`config.mk`:
```
export PLATFORM = sky130hd
export DESIGN_NAME = exp_fifo
export DESIGN_NICKNAME = d
export VERILOG_FILES = /design/src/rtl/mem_write_checker_exp_fifo.sv
export SDC_FILE = /design/constraint.sdc
export NUM_CORES = 1
export LEC_CHECK = 0
export ABC_CLOCK_PERIOD_IN_PS = 4100
export CAP_MARGIN = 20
export CORE_ASPECT_RATIO = 1.1
export CORE_MARGIN = 5
export CORE_UTILIZATION = 28
export CTS_BUF_LIST = sky130_fd_sc_hd__clkbuf_4 sky130_fd_sc_hd__clkbuf_8
export CTS_CLUSTER_SIZE = 14
export DETAILED_ROUTE_END_ITERATION = 16
export DONT_BUFFER_PORTS = 1
export GPL_ROUTABILITY_DRIVEN = 0
export GPL_TIMING_DRIVEN = 1
export PLACE_DENSITY_LB_ADDON = 0.08
export SETUP_SLACK_MARGIN = 0.3
export SLEW_MARGIN = 10
export SYNTH_ARGS = -nofsm -noshare
export SYNTH_HDL_FRONTEND = slang
export SYNTH_SLANG_ARGS = --single-unit
```
`constraint.sdc`:
```
create_clock -name clk -period 4.1 [get_ports clk]
set_input_delay 0.615 -clock clk [delete_from_list [all_inputs] [get_ports clk]]
set_output_delay 0.615 -clock clk [all_outputs]
set_load 0.01 [all_outputs]
```
`src/rtl/mem_write_checker_exp_fifo.sv`:
```
// Circular-buffer FIFO holding expected writes; head shows the oldest entry.
// A count register tells full from empty; flush drops everything in one edge.
module exp_fifo #(
    parameter int DEPTH = 4,
    parameter int WIDTH = 64
) (
    input  logic                         clk,
    input  logic                         reset_n,
    input  logic                         flush,
    input  logic                         push,
    input  logic [WIDTH-1:0]             din,
    input  logic                         pop,
    output logic [WIDTH-1:0]             head,
    output logic                         full,
    output logic                         empty,
    output logic [$clog2(DEPTH+1)-1:0]   count
);

    localparam int PTR_W = (DEPTH > 1) ? $clog2(DEPTH) : 1;
    localparam int CNT_W = $clog2(DEPTH+1);
    localparam logic [PTR_W-1:0] PTR_LAST = PTR_W'(DEPTH-1);

    logic [WIDTH-1:0] mem [DEPTH];
    logic [PTR_W-1:0] rd_ptr;
    logic [PTR_W-1:0] wr_ptr;
    logic [CNT_W-1:0] cnt;
    logic             do_push;
    logic             do_pop;

    function automatic logic [PTR_W-1:0] ptr_next(input logic [PTR_W-1:0] p);
        return (p == PTR_LAST) ? '0 : p + PTR_W'(1);
    endfunction

    assign full    = (cnt == CNT_W'(DEPTH));
    assign empty   = (cnt == '0);
    assign count   = cnt;
    assign head    = mem[rd_ptr];
    assign do_push = push && !full && !flush;
    assign do_pop  = pop && !empty && !flush;

    always_ff @(posedge clk or negedge reset_n) begin
        if (!reset_n) begin
            rd_ptr <= '0;
            wr_ptr <= '0;
            cnt    <= '0;
        end else if (flush) begin
            rd_ptr <= '0;
            wr_ptr <= '0;
            cnt    <= '0;
        end else begin
            if (do_push) wr_ptr <= ptr_next(wr_ptr);
            if (do_pop)  rd_ptr <= ptr_next(rd_ptr);
            if (do_push && !do_pop)      cnt <= cnt + CNT_W'(1);
            else if (do_pop && !do_push) cnt <= cnt - CNT_W'(1);
        end
    end

    // Storage needs no reset: an entry is only read after it has been written.
    always_ff @(posedge clk) begin
        if (do_push) mem[wr_ptr] <= din;
    end

endmodule

```
==> out/metrics.cfg <==
[outcome]
status = complete, no violations

[power]
p_sw_frac = 0.2443
p_leak_nw = 3.457
comb_power_frac = 0.110
power.density_nw_per_um2 = 550.2
power.ir.vdd_worst_v = 0.0002292
sequential_cell_fraction_of_total_power = 0.520
clockPowerShare = 0.370
internal_power_mw = 4.694
power_switching_mw = 1.517

[finish]
final_layout_size_suffix_gt1_frac = 0.3326
stdcell_area_um2 = 11290
layout_common_cells = 256 x sky130_fd_sc_hd__edfxtp_1, 64 x sky130_fd_sc_hd__mux4_2, 47 x sky130_fd_sc_hd__clkbuf_8
antenna-diode-count = 0
leading_cell_type_in_the_layout_fill_and_taps_excluded = sky130_fd_sc_hd__edfxtp_1
finish.net_count = 517
flow.area_growth_from_synthesis_pct = 14.06
final.fill_count = 3310

[routing]
drt-wirelength-per-cell_um = 22.45
drc_violation_total_after_the_first_tritonroute_iteration = 169
detail_route.drc_violations = 0
finalWirelength_mm = 20.57
top_layer = met4
detailroute.via_count = 4155
detailroute.wirelength.met2_mm = 10.12
drt-met1-wl_mm = 8.085
vias_per_cell = 4.536
wl_met3_mm = 1.843
drt-pass1-iter-count = 4
drt.antenna.violating_nets = 0

[logic_synthesis]
netlist_instances = 403
syn-mean-instance-area_um2 = 24.56
yosys_register_bits = 263
synth_seq_area_share = 0.7944
synth_ff_type = sky130_fd_sc_hd__edfxtp_1
synth.cell_area_um2 = 9897
ys.warnings.count = 0
synth_enable_flop_cells = 256
netlist-cell-type-count = 34
synth_fp_nets = 478
share_of_async_settable_or_async_resettable_flops_after_synthesis = 0.02662

[die]
core_area_um2 = 35040
fp.dieH_um = 207.2
floorplan.initialDensity = 0.2824
floorplan.die_area_um2 = 39210
chipWidth_um = 189.3
io-pin-count = 138
placement_rows = 72

[sta]
timing.final.hold_violations = 0
postLayoutSetupSlackWorst_ns = 0.8948
slew_headroom = 0.2957
tightest_slew_ns = 1.056
fin_crit_sh = 0.7818
slew_violations = 0
final.setup_skew_ns = 0.01486
setup_viol_count_final = 0
setup_total_negative_slack_ns = 0
achievable-frequency_mhz = 312.0
unrepaired_setup_endpoints_after_global_routing = no
fin_crit_ns = 3.205

[critical_path]
critical_path_end_type = primary output
worst_path_maximum_fanout = 36
critical_path_arrival_ns = 2.59
regToRegStartpoint = count[2]
worst_setup_path_startpoint = rd_ptr[0]
cp-start-kind = flop
r2r_setup_slack_ns = 1.48
endpoint = head[3]
crit_required_ns = 3.48
critical_path_class = flop to primary output
reg2reg_to = count[2]
timing.reg2reg.worst_path_depth = 7

[global_routing]
first_global_vias = 4760
grt-ovfl-total = 0
grt_start_max_net_pins = 67
grt_pass1_wl_mm = 31.08
number_of_antenna_violations_at_the_first_check_in_global_routing = 0
grt.total_usage = 0.1053

[clock_tree]
clock_tree.root_cell = sky130_fd_sc_hd__clkbuf_8
clock_tree.htree_level_count = 2
cts_sinks = 263
worstSkewPairLatency_ns = 0.56
clk_pin_slew_ns = 0.06
cts.path.max_buffers = 3
cts_made_buffers = 47
tritoncts = done

[placement]
port_buffers = 0
detailed_place.area_um2 = 10400
place_ws_ns = 1.364
detailed_place_hpwl_mm = 12.11

[worst_hold_path]
timing.hold.worst.class = input port to flop

[flow_run]
cap_viol_max_count = 0

[state kept, by name, summed over array words and instances, names as in the netlist]
name and count:
rd_ptr 2, mem 256, wr_ptr 2, count 3
[logic make-up after synthesis]
logic type / share of synthesized area
multiplexers: 0.1492
AND/OR/NAND/NOR: 0.01631
flip-flops: 0.7944
buffers and inverters: 0.01783
adder cells (fa/ha/maj): 0.008344
AO/OA/AOI/OAI: 0.01302
XOR/XNOR: 0.0008851
[metal layers]
metal / GRT usage / up-vias
met3: 0.04428 / 44
met2: 0.1749 / 151
li1: - / 1794
met1: 0.1225 / 2166
met5: 0 / -
met4: 0.03817 / 0
[cell type report]
type | instances | area (µm²) | area share
sequential | 263 | 7870 | 0.6972
multi-input combinational | 115 | 1868 | 0.1655
clock buffer | 63 | 767.0 | 0.06795
tap | 444 | 555.5 | 0.04921
clock inverter | 16 | 111.4 | 0.009865
timing repair buffer | 10 | 97.59 | 0.008646
inverter | 5 | 18.77 | 0.001663
[Yosys cell counts (all sizes together), types with 2 or more instances]
library cell / count / area, µm²
edfxtp: 256 / 7687
mux4: 64 / 1441
buf: 18 / 150.2
dfrtp: 7 / 175.2
a21oi: 5 / 25.02
and2: 5 / 31.28
ha: 5 / 62.56
inv: 5 / 18.77
nor2: 5 / 18.77
nand3: 3 / 15.01
nand3b: 3 / 22.52
clkbuf: 2 / 7.510
mux2i: 2 / 20.02
nand2: 2 / 7.510
nand2b: 2 / 12.51
o21ai: 2 / 10.01
or3: 2 / 12.51
[power groups by stage]
stage          Combinational, mW  Sequential, mW  Clock, mW
4_1_cts                    0.712            3.25       2.41
6_report                   0.682            3.23       2.30
3_3_place_gp               0.691            3.30          0
3_5_place_dp               0.708            3.30          0
2_1_floorplan              0.680            3.17          0
5_1_grt                    0.745            3.26       2.54
[worst min-delay path by stage]
| stage | from | slack, ns | end | depth (start not counted) |
|---|---|---|---|---|
| 6_report | flush | 0.11 | rd_ptr[1] | 1 |
| 5_1_grt | flush | 0.06 | rd_ptr[0] | 1 |
| 4_1_cts | flush | 0.05 | rd_ptr[1] | 1 |
| 3_5_place_dp | reset_n | 0.32 | count[2] | 0 |
| 3_3_place_gp | reset_n | 0.32 | count[2] | 0 |
| 2_1_floorplan | reset_n | 0.32 | count[0] | 0 |
[stage by stage]
stage / cells / power (mW) / utilization / hold slack, ns
global placement: 835 / 3.986 / 0.2960 / 0.3199
floorplan: 403 / 3.850 / - / 0.3194
finish: 916 / 6.211 / 0.3221 / 0.1100
global route: 916 / 6.543 / 0.3221 / 0.05674
detailed placement: 836 / 4.008 / 0.2968 / 0.3199
CTS: 916 / 6.364 / 0.3221 / 0.05136
[critical path: stages (launching register included)]
cell                      delay [ns]
sky130_fd_sc_hd__dfrtp_4        0.93
sky130_fd_sc_hd__buf_4          0.47
sky130_fd_sc_hd__mux4_2         0.61
[repair_timing]
item,4_1_cts,5_1_grt
setup buffers,0,0
setup endpoints to repair,0,0
gates resized for setup,0,0
hold buffers,1,0
endpoints found under the hold margin,7,0
No activity file was read; power rests on OpenSTA's default activity.
